`config.mk`:
```
export PLATFORM = sky130hd
export DESIGN_NAME = regfile_dump_reader
export DESIGN_NICKNAME = d
export VERILOG_FILES = /design/src/rtl/regdump_pkg.sv /design/src/rtl/regdump_idx_counter.sv /design/src/rtl/regfile_dump_reader.sv
export SDC_FILE = /design/constraint.sdc
export NUM_CORES = 1
export LEC_CHECK = 0
export ABC_AREA = 1
export CAP_MARGIN = 40
export CORE_ASPECT_RATIO = 1.25
export CORE_MARGIN = 2
export CORE_UTILIZATION = 45
export DETAILED_ROUTE_END_ITERATION = 7
export PLACE_DENSITY = 0.88
export SLEW_MARGIN = 20
export SYNTH_ARGS = -nofsm -noshare
export SYNTH_HDL_FRONTEND = slang
export SYNTH_SLANG_ARGS = --single-unit
```
`constraint.sdc`:
```
create_clock -name clk -period 5 [get_ports clk]
set_clock_uncertainty 0.15 [all_clocks]
set_input_delay 1 -clock clk [delete_from_list [all_inputs] [get_ports clk]]
set_output_delay 1 -clock clk [all_outputs]
set_load 0.02 [all_outputs]
```
`src/rtl/regdump_pkg.sv`:
```
// Shared definitions for the register-file dump reader.
// REGDUMP_SKIP_ZERO_EN: when defined, dumps start at index 1 so the hard-wired zero register is skipped.
package regdump_pkg;

  typedef enum logic [1:0] {
    IDLE  = 2'd0,
    FETCH = 2'd1,
    SEND  = 2'd2,
    DONE  = 2'd3
  } state_t;

  localparam int NUM_REGS_DEF = 32;
  localparam int IDX_W        = $clog2(NUM_REGS_DEF);

`ifdef REGDUMP_SKIP_ZERO_EN
  localparam int FIRST_IDX = 1;
`else
  localparam int FIRST_IDX = 0;
`endif

endpackage

```
`src/rtl/regdump_idx_counter.sv`:
```
// Register index walker: loads the first index, increments on request,
// and saturates at the final register so it can never wrap.
module regdump_idx_counter
  import regdump_pkg::*;
#(
  parameter int NUM_REGS = NUM_REGS_DEF,
  parameter int IDX_W    = $clog2(NUM_REGS)
) (
  input  logic             clk,
  input  logic             reset,
  input  logic             load,
  input  logic             inc,
  output logic [IDX_W-1:0] idx,
  output logic             last
);

  localparam logic [IDX_W-1:0] LAST_IDX = IDX_W'(NUM_REGS - 1);
  localparam logic [IDX_W-1:0] LOAD_IDX = IDX_W'(FIRST_IDX);

  assign last = (idx == LAST_IDX);

  always_ff @(posedge clk or negedge reset) begin
    if (!reset) begin
      idx <= '0;
    end else if (load) begin
      idx <= LOAD_IDX;
    end else if (inc && !last) begin
      idx <= idx + IDX_W'(1);
    end
  end

endmodule

```
`src/rtl/regfile_dump_reader.sv`:
```
// Walks a register file through a combinational read port and streams each
// value out over a valid/ready handshake. First index selected by REGDUMP_SKIP_ZERO_EN.
module regfile_dump_reader
  import regdump_pkg::*;
#(
  parameter int N        = 32,
  parameter int NUM_REGS = NUM_REGS_DEF,
  localparam int IDX_W   = $clog2(NUM_REGS)
) (
  input  logic             clk,
  input  logic             reset,
  input  logic             start,
  output logic [IDX_W-1:0] rd_addr,
  input  logic [N-1:0]     rd_data,
  output logic             out_valid,
  input  logic             out_ready,
  output logic [N-1:0]     out_data,
  output logic [IDX_W-1:0] out_idx,
  output logic             out_last,
  output logic             busy,
  output logic             done
);

  state_t           state;
  logic [IDX_W-1:0] idx;
  logic             idx_last;
  logic             idx_load;
  logic             idx_inc;

  // Start is only honoured in IDLE, so requests while busy or in DONE fall away.
  assign idx_load = (state == IDLE) && start;
  assign idx_inc  = (state == SEND) && out_ready;

  regdump_idx_counter #(
    .NUM_REGS (NUM_REGS),
    .IDX_W    (IDX_W)
  ) u_idx (
    .clk   (clk),
    .reset (reset),
    .load  (idx_load),
    .inc   (idx_inc),
    .idx   (idx),
    .last  (idx_last)
  );

  assign rd_addr = (state == FETCH) ? idx : '0;

  always_ff @(posedge clk or negedge reset) begin
    if (!reset) begin
      state     <= IDLE;
      out_valid <= 1'b0;
      out_data  <= '0;
      out_idx   <= '0;
      out_last  <= 1'b0;
      busy      <= 1'b0;
      done      <= 1'b0;
    end else begin
      case (state)
        IDLE: begin
          if (start) begin
            state <= FETCH;
            busy  <= 1'b1;
          end
        end
        FETCH: begin
          out_data  <= rd_data;
          out_idx   <= idx;
          out_last  <= idx_last;
          out_valid <= 1'b1;
          state     <= SEND;
        end
        SEND: begin
          // Word and flags stay frozen until the consumer takes them.
          if (out_ready) begin
            out_valid <= 1'b0;
            out_last  <= 1'b0;
            if (idx_last) begin
              state <= DONE;
              done  <= 1'b1;
            end else begin
              state <= FETCH;
            end
          end
        end
        DONE: begin
          done  <= 1'b0;
          busy  <= 1'b0;
          state <= IDLE;
        end
        default: state <= IDLE;
      endcase
    end
  end

endmodule

```
* Yosys cells after proc, flatten, opt, wreduce, memory -nomap -nowiden
Cells that the tools add are included.
** Word-level totals
- Latch bits :: 0
- Bits in read-only memories :: 0
- Input bits :: 36
- Memories kept :: 0
- Bits in registers :: 48
- Output and inout bits :: 46
- Memory bits (writable) :: 0
- Logic and storage cells :: 44
** Operators by class
- Bitwise operators :: 0
- Shift-type cells :: 0
- Div/mod/pow operators :: 0
- Reduce and logical (&&, ||, !) cells :: 13
- $add $sub $neg :: 1
- Magnitude comparators :: 0
- Equal/unequal tests :: 7
- Multipliers :: 0
- Muxes and demuxes :: 15
** Operators with widths (number)
- $mux 5 :: 3
- $pmux 1 s2 :: 4
- $pmux 2 s4 :: 1
- $reduce_bool 2->1 :: 4
- $mux 2 :: 3
- $ne 2x2->1 const B :: 3
- $reduce_and 2->1 :: 3
- $add 5x1->5 const B :: 1
- $eq 5x5->1 const B :: 1
- $eq 2x2->1 const B :: 2
- $mux 1 :: 4
- $logic_and 1x1->1 :: 3
- $reduce_and 3->1 :: 1
- $eq 2x1->1 const B :: 1
- $logic_not 2->1 :: 1
- $logic_not 1->1 :: 1

* Logic depth before layout (Yosys ltp)
Gate-level depths: netlist of run 1.
- Word-level depth :: 5
- Gate-level depth with buffers :: 10
- Mapped depth without buffers :: 10

* By module
A second synthesis of run 1 with hierarchy kept.
** Second synthesis, totals
- Cell total of the unflattened synthesis :: 227
- Area, all modules :: 1991.9 um^2
** By module, submodules not included
- regfile_dump_reader :: seq. area each 1076.0 um^2, times used 1, cells an instance 192, area an instance 1727.9 um^2
- regdump_idx_counter :: seq. area each 125.1 um^2, times used 1, cells an instance 35, area an instance 264.0 um^2

* Worst setup path before layout of run 1
No wires, ideal clock.
- Path kind :: register to output
- Start point :: register state[1]
- End point :: output rd_addr[0]
- Cell stages (with the launch flop) :: 5
- Data required time :: 3850 ps
- Arrival time :: 1051 ps
- Slack :: 2799 ps
- Path buffers :: 1
- Path through :: dfrtp_1 inv_2 nand2_2 buf_2 nor2_1
** On the way
- Longest elaborated chain between the ends :: 2
** Ends and longest elaborated chain
- start, declared :: line regfile_dump_reader.sv:24 : state_t state;
- start signal, assigned :: line regfile_dump_reader.sv:50 : state <= IDLE;
- start signal, assigned :: line regfile_dump_reader.sv:61 : state <= FETCH;
- start signal, assigned :: line regfile_dump_reader.sv:70 : state <= SEND;
- $eq 2x1->1 :: line regfile_dump_reader.sv:46 : assign rd_addr = (state == FETCH) ? idx : '0;
- $mux 5 :: line regfile_dump_reader.sv:46
- end, declared :: line regfile_dump_reader.sv:13 : output logic [IDX_W-1:0] rd_addr,
No other way between the ends.

* Worst setup path in the final report of run 1
Same ends and word-level chain as after synthesis.

==> results of run 1 <==
## worst max-delay path: cells and delay by family, from the launching register on
kind | cells | cell delay [ps]
buffers and inverters | 3 | 1350
DFF | 1 | 430
and+or+nand+nor | 2 | 420
## cells in the final DEF, fill, tap and decap left out, drive strengths merged
cell,n
nand2,93
clkdlybuf4s50,80
dfrtp,48
nand3,39
nor2,10
inv,8
clkbuf,6
o21ai,6
buf,4
o21a,2
ha,2
clkinv,2
a21oi,1
xor2,1
## kinds of logic (layout without fill, tap and decap cells)
kind of cell,count (synthesis),count (layout),synth area share
AO/OA/AOI/OAI,9,9,0.0253
XOR/XNOR,1,1,0.00444
adder cells (fa/ha/maj),2,2,0.0127
buffers and inverters,20,100,0.0469
flip-flops,48,48,0.608
AND/OR/NAND/NOR,142,142,0.302
## flip-flops by register name, summed over array words and instances, names as in the netlist
register,cells
done,1
out_last,1
out_data,32
out_idx,5
out_valid,1
busy,1
state,2
u_idx.idx,5
## metrics by stage
step | setup slack (ps) | instance area, um^2 | hold slack (ps) | power [uW]
floorplan | 2800 | 1970 | 320 | 1140
global placement | 1490 | 2800 | 303 | 1500
detailed placement | 1380 | 2820 | 307 | 1540
CTS | 1040 | 2910 | 329 | 1770
global route | 1230 | 2930 | 353 | 1890
finish | 1350 | 2930 | 323 | 1770
## path summary, 6_finish.rpt
| path | startpoint | end | slack (ps) | cells past startpoint |
|---|---|---|---|---|
| worst min-delay path | out_data[2]$_DFFE_PN0P_ | out_data[2]$_DFFE_PN0P_ | 320 | 2 |
| worst max-delay path | state[1]$_DFFE_PN0P_ | rd_addr[0] | 1350 | 5 |
| worst max register to register | state[1]$_DFFE_PN0P_ | out_data[26]$_DFFE_PN0P_ | 3140 | 5 |
| worst min register to register | out_data[2]$_DFFE_PN0P_ | out_data[2]$_DFFE_PN0P_ | 320 | 2 |
| min in group asynchronous | reset | out_data[19]$_DFFE_PN0P_ | 480 | 1 |
| max in group asynchronous | reset | out_data[28]$_DFFE_PN0P_ | 3720 | 2 |
## layout make-up
cell class,instances,share of cell area
clock inverters,2,0.00342
repair buffers,84,0.291
inverters,8,0.0103
multi-input cells,154,0.232
flip-flops and latches,48,0.410
clock buffers,6,0.0282
well taps,56,0.0239
## report_power, final
part           switching [uW]  internal (uW)  total (uW)
Sequential               89.7            546         636
Combinational             518            384         902
Clock                     120            110         231
Total                     728           1040        1770
## metal layers
metal / GRT usage / up-vias / share of wire
li1: - / 859 / -
met5: 0 / - / 0
met2: 0.365 / 63 / 0.55
met1: 0.232 / 836 / 0.38
met3: 0.0387 / 9 / 0.048
met4: 0.100 / 0 / 0.022
==> metrics.yaml, run 1 <==
cells_and_area:
  multi_input_area_um2: 681
  antennaDiodeCount: 0
  post_route_cells_drive_above_1_share: 0.0563
  syn_to_final_growth_pct: 48.3
  fillers: 366
  stdcell_count: 358
  utilization: 0.703
  final_nets: 339
  seq_area_um2: 1200
critical_path:
  critPathArrivalTime_ps: 2500
  max_stage_delay_ps: 640
  cp-end-kind: "output pin"
  path_class: "flop to output pin"
  path_cells: "inv_2 > nand2_2 > buf_12 > nor2_1 > clkdlybuf4s50_1"
  path_max_fanout: 41
  critPathSlowestCell: "clkdlybuf4s50_1"
  worstSetupStartpointType: "flop"
  required_ps: 3850
grt:
  grt_pass1_wl_mm: 7.80
  grt_use_total: 0.204
  grt_pass1_vias: 1687
  antenna_found_initial: 0
  grt_max_degree: 52
  gr-total-overflow: 0
synthesis:
  synth_area_leaders: "dfrtp_1, nand2_1, nand3_1, buf_2, nor2_1"
  ys.warnings.count: 0
  synth_area_um2: 1970
  synth_common_cells: "nand2_1, dfrtp_1, nand3_1, nor2_1, buf_2"
  syn_avg_cell_area_um2: 8.89
  synth-edff-count: 0
  synth_top_area_share: 0.608
  syn_inst: 222
  syn_nets: 260
  synth_cell_types: 18
  async_flop_share: 1.00
  yosysSeqAreaShare: 0.608
  synth_most_common_cell: "nand2_1"
  synth_seq_cells: 48
  synthFlopType: "dfrtp_1"
  synth_area_leader_cell: "dfrtp_1"
placement:
  hpwl_mm: 3.38
  placedCellCount: 349
  routabilityCongestion: 0.758
  numPortBuffers: 81
routing:
  avgViaCountPerCell: 4.94
  ant_nets: 0
  wirelength_mm: 4.64
  drtIter0Drc: 93
  wl_per_cell_um: 13.0
  firstDrtPassIters: 4
  drcViolationCount: 0
  num_vias: 1767
floorplan:
  pin_count: 82
  die_w_um: 63.2
  start_util: 0.474
  die-area_um2: 4940
  dieHeight_um: 78.1
  placementRows: 26
  core_area_um2: 4160
clock_tree:
  htreeDepth: 2
  clk_path_buf_depth: 2
  holdBufCountCts: 0
  worst_skew_pair.late_latency_ps: 290
  cts_setup_buffers: 0
  clock-sinks: 48
  tritoncts: "yes"
  cts_buffers: 5
  clockRootBuffer: "clkbuf_8"
  cts_resized: 0
  path_clk_slew_ps: 80
timing:
  tightestPinTransition_ps: 570
  setup_viol: 0
  hold_viol: 0
  timing.fmax_ghz: 0.274
  fin_tns_setup_ps: 0
  rsz0062_at_grt: "no"
  slew_violations: 0
  slew_headroom: 0.620
  finalCritPeriodShare: 0.731
  finalCriticalPeriod_ps: 3650
power_and_ir_drop:
  power.leakage_uw: 0.00141
  ir_worst_vdd_mv: 0.325
  power_density_nw_per_um2: 604
run:
  cap_violations: 0
outcome:
  status: "complete, no violations"
hold_path:
  hp-class: "flop to flop"
(Power assumes the default switching activity.)
==> run 2, diff against run 1 <==
--- a/config.mk
+++ b/config.mk
@@ -9,9 +9,9 @@
 export CAP_MARGIN = 40
 export CORE_ASPECT_RATIO = 1.25
 export CORE_MARGIN = 2
-export CORE_UTILIZATION = 45
+export CORE_UTILIZATION = 42
 export DETAILED_ROUTE_END_ITERATION = 7
-export PLACE_DENSITY = 0.88
+export PLACE_DENSITY = 0.83
 export SLEW_MARGIN = 20
 export SYNTH_ARGS = -nofsm -noshare
 export SYNTH_HDL_FRONTEND = slang
==> constraint.sdc (replaced) <==
create_clock -name clk -period 3.5 [get_ports clk]
set_clock_uncertainty 0.15 [all_clocks]
set_input_delay 0.7 -clock clk [delete_from_list [all_inputs] [get_ports clk]]
set_output_delay 0.7 -clock clk [all_outputs]
set_load 0.02 [all_outputs]
==> run 2 against run 1 <==
Effect of this change: critical path depth shrank 1; routed wire length shrank 4.6%; via count shrank 2.4%; largest power group unchanged; flip-flop and latch count is the same; total power grew 42%; global-route usage shrank 2.2 points; utilization shrank 4.7 points.
==> metrics.yaml, run 2 (synthesis gave the netlist of run 1 again) <==
outcome:
  status: "complete, no violations"
cells_and_area:
  utilization: 0.656  # -0.0468
  syn_to_final_growth_pct: 48.2  # about the same
  final_common_cell: "nand2_1"
  final_nets: 340  # +0.29%
  reg_top3: "out_data x32, out_idx x5, u_idx.idx x5"
  largest_reg_flops: 32  # unchanged
  post_route_cells_drive_above_1_share: 0.0561  # -0.000186
  mostFrequentLayoutCells: "nand2_1, clkdlybuf4s50_1, dfrtp_1"
  antennaDiodeCount: 0  # unchanged
  top_register: "out_data"
  final_cell_area_um2: 2930  # about the same
timing:
  finalCriticalPeriod_ps: 2470
  fin_tns_setup_ps: 0  # unchanged
  timing.fmax_ghz: 0.404
  finalCritPeriodShare: 0.707
  tightestPinTransition_ps: 465  # -105 ps
  slew_headroom: 0.690  # +0.0703
  rsz0062_at_grt: "no"
  finalWorstSetupSlack_ps: 1030  # -320 ps
  hold_viol: 0  # unchanged
  slew_violations: 0  # unchanged
  setup_viol: 0  # unchanged
power_and_ir_drop:
  ir_worst_vdd_mv: 0.543  # +67%
  p_total_uw: 2510  # +42%
  power.leakage_uw: 0.00140  # -0.54%
  power_density_nw_per_um2: 856  # +42%
grt:
  grt_use_total: 0.182  # -0.0216
  gr-total-overflow: 0  # unchanged
  antenna_found_initial: 0  # unchanged
  grt_max_degree: 47  # -9.6%
  grt_pass1_vias: 1642  # -2.7%
  grt_pass1_wl_mm: 7.42  # -4.9%
  met2_usage: 0.320  # -0.0445
  grt_use_met1: 0.221  # -0.0114
  grt_use_met3: 0.0238  # -0.0149
  busiest_layer: "met2"
floorplan:
  placementRows: 27  # +3.8%
  die-area_um2: 5270  # +6.7%
  dieHeight_um: 80.7  # +3.3%
  pin_count: 82  # unchanged
  core_area_um2: 4460  # +7.1%
  start_util: 0.443  # -0.0314
  die_w_um: 65.3  # +3.3%
critical_path:
  path_cells: "inv_2 > nand2_2 > nor2_1 > clkdlybuf4s50_1"
  reg2reg_setup_slack_ps: 1760  # -1380 ps
  max_stage_delay_ps: 620  # -20 ps
  worstSetupStartpointType: "flop"
  path_class: "flop to output pin"
  required_ps: 2650  # -1200 ps
  cp-end-kind: "output pin"
  path_max_fanout: 6  # -85%
  r2r-start: "u_idx.idx[0]$_DFFE_PN0P_"
  critPathArrivalTime_ps: 1620  # -880 ps
  rr_worst_depth: 9  # +4
  r2r-end: "u_idx.idx[2]$_DFFE_PN0P_"
  critPathSlowestCell: "clkdlybuf4s50_1"
routing:
  firstDrtPassIters: 4  # unchanged
  drcViolationCount: 0  # unchanged
  num_vias: 1724  # -2.4%
  wl_per_cell_um: 12.3  # -5.4%
  drtIter0Drc: 102  # +9.7%
  avgViaCountPerCell: 4.78  # -3.2%
  wirelength_mm: 4.42  # -4.6%
  ant_nets: 0  # unchanged
clock_tree:
  holdBufCountCts: 0  # unchanged
  clk_path_buf_depth: 2  # unchanged
  clock-sinks: 48  # unchanged
  cts_buffers: 5  # unchanged
  worst_skew_pair.late_latency_ps: 290  # about the same
  tritoncts: "yes"
  path_clk_slew_ps: 90  # about the same
  cts_setup_buffers: 0  # unchanged
  clockRootBuffer: "clkbuf_8"
  cts_resized: 0  # unchanged
  htreeDepth: 2  # unchanged
placement:
  hpwl_mm: 3.13  # -7.5%
  numPortBuffers: 81  # unchanged
  dpl_worst_slack_ps: 1340  # -38.4 ps
  routabilityCongestion: 0.787  # +3.7%
  place_area_um2: 2830  # +0.62%
run:
  cap_violations: 0  # unchanged
hold_path:
  hp-class: "input port to asynchronous set/reset pin"
[run 2: cell types whose count changed in the layout (fill, tap and decap cells not counted)]
cell / before / now
clkinv_2: 2 / 0
clkinvlp_4: 0 / 1
buf_4: 1 / 3
buf_12: 2 / 1
clkbuf_1: 0 / 1
[run 2: routing by layer]
| metal | vias to the layer above | part of all wire |
|---|---|---|
| met2 | 55 | 0.51 |
| met3 | 6 | 0.044 |
| met4 | 0 | 0.020 |
| met1 | 803 | 0.42 |
| met5 | - | 0 |
| li1 | 860 | - |
[run 2: power by group]
group / switching (uW) / internal (uW) / total [uW]
Combinational: 733 / 541 / 1270
Clock: 168 / 161 / 328
Sequential: 124 / 780 / 905
[run 2: final cells by class]
class,count,area [um^2]
Fill cell,384,1530
Sequential cell,48,1200
Timing Repair Buffer,85,848
Inverter,8,30.0
Clock buffer,7,86.3
Tap cell,58,72.6
Multi-Input combinational cell,154,681
Clock inverter,1,7.51
[run 2: worst max path at each step]
stage	from	endpoint	slack, ps
after floorplan	state[1]$_DFFE_PN0P_	rd_addr[0]	1600
after global placement	state[1]$_DFFE_PN0P_	rd_addr[2]	1400
after detailed placement	state[1]$_DFFE_PN0P_	rd_addr[4]	1340
after CTS	state[1]$_DFFE_PN0P_	rd_addr[4]	1010
after global routing	state[1]$_DFFE_PN0P_	rd_addr[3]	960
final	state[1]$_DFFE_PN0P_	rd_addr[4]	1030
[run 2: per-stage QoR]
stage               cells  hold WS, ps
global route          361          220
global placement      352          304
floorplan             222          254
finish                361          198
detailed placement    353          308
CTS                   361          200
[run 2: critical path, delay by kind of cell, from the launching register on]
family / cells / cell delay, ps
buffers and inverters: 2 / 700
DFF: 1 / 440
and+or+nand+nor: 2 / 180
